===== src/rtl/pmu_key_loader.sv =====
// Serial-to-parallel AES key loader: shifts in 128 key bits LSB first, writes four
// 32-bit words into the AES core and starts key expansion. Optional WAIT timeout: KEY_LOADER_TIMEOUT_EN.
module pmu_key_loader #(
  parameter int unsigned TIMEOUT_CYCLES = 256
) (
  input  logic        clk_i,
  input  logic        rst_i,
  input  logic        start_i,
  input  logic        bit_valid_i,
  input  logic        bit_i,
  input  logic        aes_key_ready_i,
  output logic        aes_reset_n_o,
  output logic        aes_init_o,
  output logic        aes_wc_o,
  output logic        aes_we_o,
  output logic [1:0]  aes_address_o,
  output logic [31:0] aes_write_data_o,
  output logic        busy_o,
  output logic        key_ready_o,
  output logic        error_o
);

`ifdef KEY_LOADER_TIMEOUT_EN
  typedef enum logic [2:0] {IDLE, SHIFT, WRITE, INIT, WAIT, DONE, ERR} state_t;
`else
  typedef enum logic [2:0] {IDLE, SHIFT, WRITE, INIT, WAIT, DONE} state_t;
`endif

  if (TIMEOUT_CYCLES < 1) begin : g_param_check
    $error("TIMEOUT_CYCLES must be at least 1");
  end

  state_t        r_state;
  state_t        w_next;
  logic [6:0]    r_cnt;
  logic [1:0]    r_word;
  logic [127:0]  r_key;
  logic          r_aes_rst_n;
  logic          w_key_wipe;

`ifdef KEY_LOADER_TIMEOUT_EN
  localparam int unsigned TMO_W = $clog2(TIMEOUT_CYCLES + 1);
  localparam logic [TMO_W-1:0] TMO_LAST = TMO_W'(TIMEOUT_CYCLES - 1);
  logic [TMO_W-1:0] r_tmo;
`endif

  always_ff @(posedge clk_i or negedge rst_i) begin
    if (!rst_i) begin
      r_state <= IDLE;
    end else begin
      r_state <= w_next;
    end
  end

  // start_i overrides every state, including a same-cycle bit_valid_i
  always_comb begin
    w_next = r_state;
    if (start_i) begin
      w_next = SHIFT;
    end else begin
      case (r_state)
        SHIFT: if (bit_valid_i && (r_cnt == 7'd127)) w_next = WRITE;
        WRITE: if (r_word == 2'd3) w_next = INIT;
        INIT:  w_next = WAIT;
        WAIT: begin
          if (aes_key_ready_i) begin
            w_next = DONE;
          end
`ifdef KEY_LOADER_TIMEOUT_EN
          else if (r_tmo == TMO_LAST) begin
            w_next = ERR;
          end
`endif
        end
        default: w_next = r_state;
      endcase
    end
  end

  // DONE and ERR are only reachable from WAIT, so leaving WAIT without a restart wipes the key
  assign w_key_wipe = (r_state == WAIT) && (w_next != WAIT) && !start_i;

  always_ff @(posedge clk_i or negedge rst_i) begin
    if (!rst_i) begin
      r_cnt       <= '0;
      r_word      <= '0;
      r_key       <= '0;
      r_aes_rst_n <= 1'b0;
    end else begin
      r_aes_rst_n <= ~start_i;
      if (start_i) begin
        r_cnt  <= '0;
        r_word <= '0;
        r_key  <= '0;
      end else begin
        if ((r_state == SHIFT) && bit_valid_i) begin
          r_key[r_cnt] <= bit_i;
          r_cnt        <= r_cnt + 7'd1;
        end
        if (r_state == WRITE) begin
          r_word <= r_word + 2'd1;
        end
        if (w_key_wipe) begin
          r_key <= '0;
        end
      end
    end
  end

`ifdef KEY_LOADER_TIMEOUT_EN
  always_ff @(posedge clk_i or negedge rst_i) begin
    if (!rst_i) begin
      r_tmo <= '0;
    end else if (start_i) begin
      r_tmo <= '0;
    end else if (r_state == WAIT) begin
      r_tmo <= r_tmo + {{(TMO_W-1){1'b0}}, 1'b1};
    end
  end
`endif

  always_comb begin
    aes_init_o       = 1'b0;
    aes_wc_o         = 1'b0;
    aes_we_o         = 1'b0;
    aes_address_o    = '0;
    aes_write_data_o = '0;
    busy_o           = 1'b0;
    key_ready_o      = 1'b0;
    error_o          = 1'b0;
    case (r_state)
      SHIFT: busy_o = 1'b1;
      WRITE: begin
        busy_o           = 1'b1;
        aes_we_o         = 1'b1;
        aes_wc_o         = 1'b1;
        aes_address_o    = r_word;
        aes_write_data_o = r_key[{r_word, 5'd0} +: 32];
      end
      INIT: begin
        busy_o     = 1'b1;
        aes_init_o = 1'b1;
      end
      WAIT: busy_o = 1'b1;
      DONE: key_ready_o = 1'b1;
`ifdef KEY_LOADER_TIMEOUT_EN
      ERR:  error_o = 1'b1;
`endif
      default: busy_o = 1'b0;
    endcase
  end

  assign aes_reset_n_o = r_aes_rst_n;

endmodule


===== config.mk =====
export PLATFORM = sky130hd
export DESIGN_NAME = pmu_key_loader
export DESIGN_NICKNAME = d
export VERILOG_FILES = /design/src/rtl/pmu_key_loader.sv
export SDC_FILE = /design/constraint.sdc
export NUM_CORES = 1
export LEC_CHECK = 0
export ABC_AREA = 1
export BUFFER_PORTS_ARGS = -buffer_cell sky130_fd_sc_hd__buf_2
export CORE_ASPECT_RATIO = 1.1
export CORE_MARGIN = 2
export CORE_UTILIZATION = 35
export CTS_BUF_LIST = sky130_fd_sc_hd__clkbuf_8
export DETAILED_ROUTE_END_ITERATION = 12
export GPL_ROUTABILITY_DRIVEN = 0
export PLACE_DENSITY = 0.53
export SETUP_SLACK_MARGIN = 0.4
export SKIP_CTS_REPAIR_TIMING = 1
export SYNTH_ARGS = -nofsm -noshare
export SYNTH_HDL_FRONTEND = slang
export SYNTH_SLANG_ARGS = --single-unit

===== constraint.sdc =====
create_clock -name clk_i -period 4.82 [get_ports clk_i]
set_input_delay 0.723 -clock clk_i [delete_from_list [all_inputs] [get_ports clk_i]]
set_output_delay 0.723 -clock clk_i [all_outputs]
set_load 0.05 [all_outputs]

==> results_dict.tcl <==
set metrics [dict create \
    synth-seq-cells 141 \
    p_clk_share_pct 38.7 \
    worstMarginPinSlew_ns 1.23 \
    path_class "reg -> out" \
    ys_seq_area_share_pct 42.6 \
    via_count 7530 \
    yosys_warnings 0 \
    syn_area_um2 8290 \
    setup_tns_ns 0 \
    wirelength_um 26500 \
    die_y_um 165 \
    fp.dieArea_um2 24900 \
    syn_inst 1081 \
    clock_skew_ns 0.00820 \
    synth.most_common_cell "nand2_1" \
    antenna_found_initial 0 \
    cts_tree "built" \
    p_sw_mw 0.983 \
    yosys-top-cells-count "nand2_1 (188), nor2_1 (170), dfrtp_1 (141)" \
    synth_top_area_share_pct 42.6 \
    fillers 2471 \
    final_util_pct 38.7 \
    dr.pass1.iters 5 \
    synth_top_cell_by_area "dfrtp_1" \
    dp_cells 1365 \
    p_leak_nw 3.46 \
    cts_sinks 141 \
    multi_input_area_um2 4120 \
    grt_max_degree 79 \
    comb_power_share_pct 19.1 \
    fin_crit_ns 3.40 \
    status "finished, final reports clean" \
    yosys.cell_types.count 29 \
    holdWs_ns 0.279 \
    cts_root_buf "clkbuf_8" \
    grt.total_usage_pct 21.9 \
    p_total_mw 2.90 \
    diodes 0 \
    num_rows 59 \
    powerDensity_nw_per_um2 320 \
    finalNetCount 1087 \
    sw_frac_of_total_pct 33.8 \
    max_freq_mhz 294 \
    portBuffers 45 \
    dpl.hpwl_um 16800 \
    peakVddDrop_mv 0.180 \
    wl_per_cell_um 19.0 \
    cts.reportedPaths.clkPinSlew_ns 0.09 \
    drt_iter0_markers 634 \
    arrival_ns 2.68 \
    via_per_inst 5.39 \
    synth_area_per_cell_um2 7.67 \
    start_util_pct 35.3 \
    path_max_fanout 45 \
    die_x_um 151 \
    maxSlewViolCount 0 \
    grt_pass1_vias 6940 \
    synth_edf_count 0 \
    final-hold-violation-count 0 \
    h-tree-depth 4 \
    synth_flop_cell "dfrtp_1" \
    end_kind "output pin" \
    p_int_mw 1.92 \
    synth-async-reset-ratio_pct 100 \
    grt_overflow 0 \
    clk_path_buf_depth 2 \
    regArea_um2 3530 \
    final_cells 1397 \
    ant_nets 0 \
    coreArea_um2 23500 \
    synth_area_leaders "dfrtp_1 (43%), a21oi_2 (13%), nand2_1 (8.5%)" \
    numCtsBuffers 17 \
    startpoint_type "register" \
    syn-num-nets 1089 \
    io_pins 47 \
    finalSetupViolations 0 \
    drc 0 \
    worst_ep_required_time_ns 4.10 \
    max_cap_viol_count 0 \
    max-slew-margin-rel_pct 17.5 \
    period_share_pct 70.5 \
    rsz0062_at_grt "false" \
    grt_pass1_wl_um 41700 \
    seq_power_share_pct 42.1 \
    drive_gt1_share_pct 21.8 \
    hp-class "in -> async" \
    areaGrowthSynthToFinish_pct 9.58 \
    clkLatencyLatePin_ns 0.47 \
]
-- placed cells by master, fill, tap and decap left out, drive strengths merged, types with 9 or more instances in the layout --
master  count
inv        55
a21oi     168
nand4      20
clkbuf     17
nor2      179
dfrtp     141
buf        64
nand2     189
nand3     110
o21ai     115
nor3        9
-- worst paths after layout --
path | start | to | slack, ns | depth (start not counted)
worst max register to register | r_word[1] | r_key[54] | 1.90 | 12
max in group asynchronous | rst_i | r_key[6] | 3.55 | 2
worst max-delay path | r_word[0] | aes_write_data_o[29] | 1.42 | 5
worst min-delay path | rst_i | r_key[23] | 0.28 | 1
worst min register to register | r_key[60] | r_key[60] | 0.54 | 2
min in group clk_i | start_i | r_state[2] | 0.46 | 2
-- power by group through the flow --
stage	Combinational, mW	Clock [mW]	Sequential, mW
after floorplan	0.384	0	1.24
after global placement	0.556	0	1.25
after detailed placement	0.552	0	1.25
after CTS	0.555	1.14	1.22
after global routing	0.607	1.20	1.23
final	0.556	1.12	1.22
-- routing by layer --
metal / global-route usage [%] / routed length (um)
met1: 30.9 / 12200
met2: 34.5 / 12700
met3: 3.46 / 1180
met4: 6.84 / 460
met5: 0 / 0
-- worst max-delay path: stages, from the launching register on --
cell	delay [ns]
dfrtp_2	0.44
inv_1	0.46
buf_4	0.52
o21ai_0	0.24
a21oi_1	0.23
buf_2	0.29
-- kinds of logic (layout without fill, tap and decap cells) --
logic type	after synthesis	after routing	synth area share, %
AO/OA/AOI/OAI	287	287	22.9
buffers and inverters	142	153	7.89
other	1	1	0.0452
adder cells (fa/ha/maj)	2	2	0.302
AND/OR/NAND/NOR	508	508	26.3
flip-flops	141	141	42.6
-- flip-flops by register name (all words and copies together), names as in the netlist --
name / cells
r_key: 128
r_state: 3
aes_reset_n_o: 1
r_word: 2
r_cnt: 7
-- stage by stage --
step	area [um^2]	setup slack [ns]
finish	9080	1.42
global route	9080	1.30
CTS	9080	1.41
detailed placement	8630	1.77
global placement	8630	1.75
floorplan	8290	2.16
-- layout make-up --
type,count,area share (%)
repair buffers,64,4.28
flip-flops and latches,141,38.9
multi-input cells,798,45.3
inverters,57,2.36
well taps,305,4.20
clock inverters,15,2.44
clock buffers,17,2.58
Note: power is estimated with default switching activity, not from simulation.
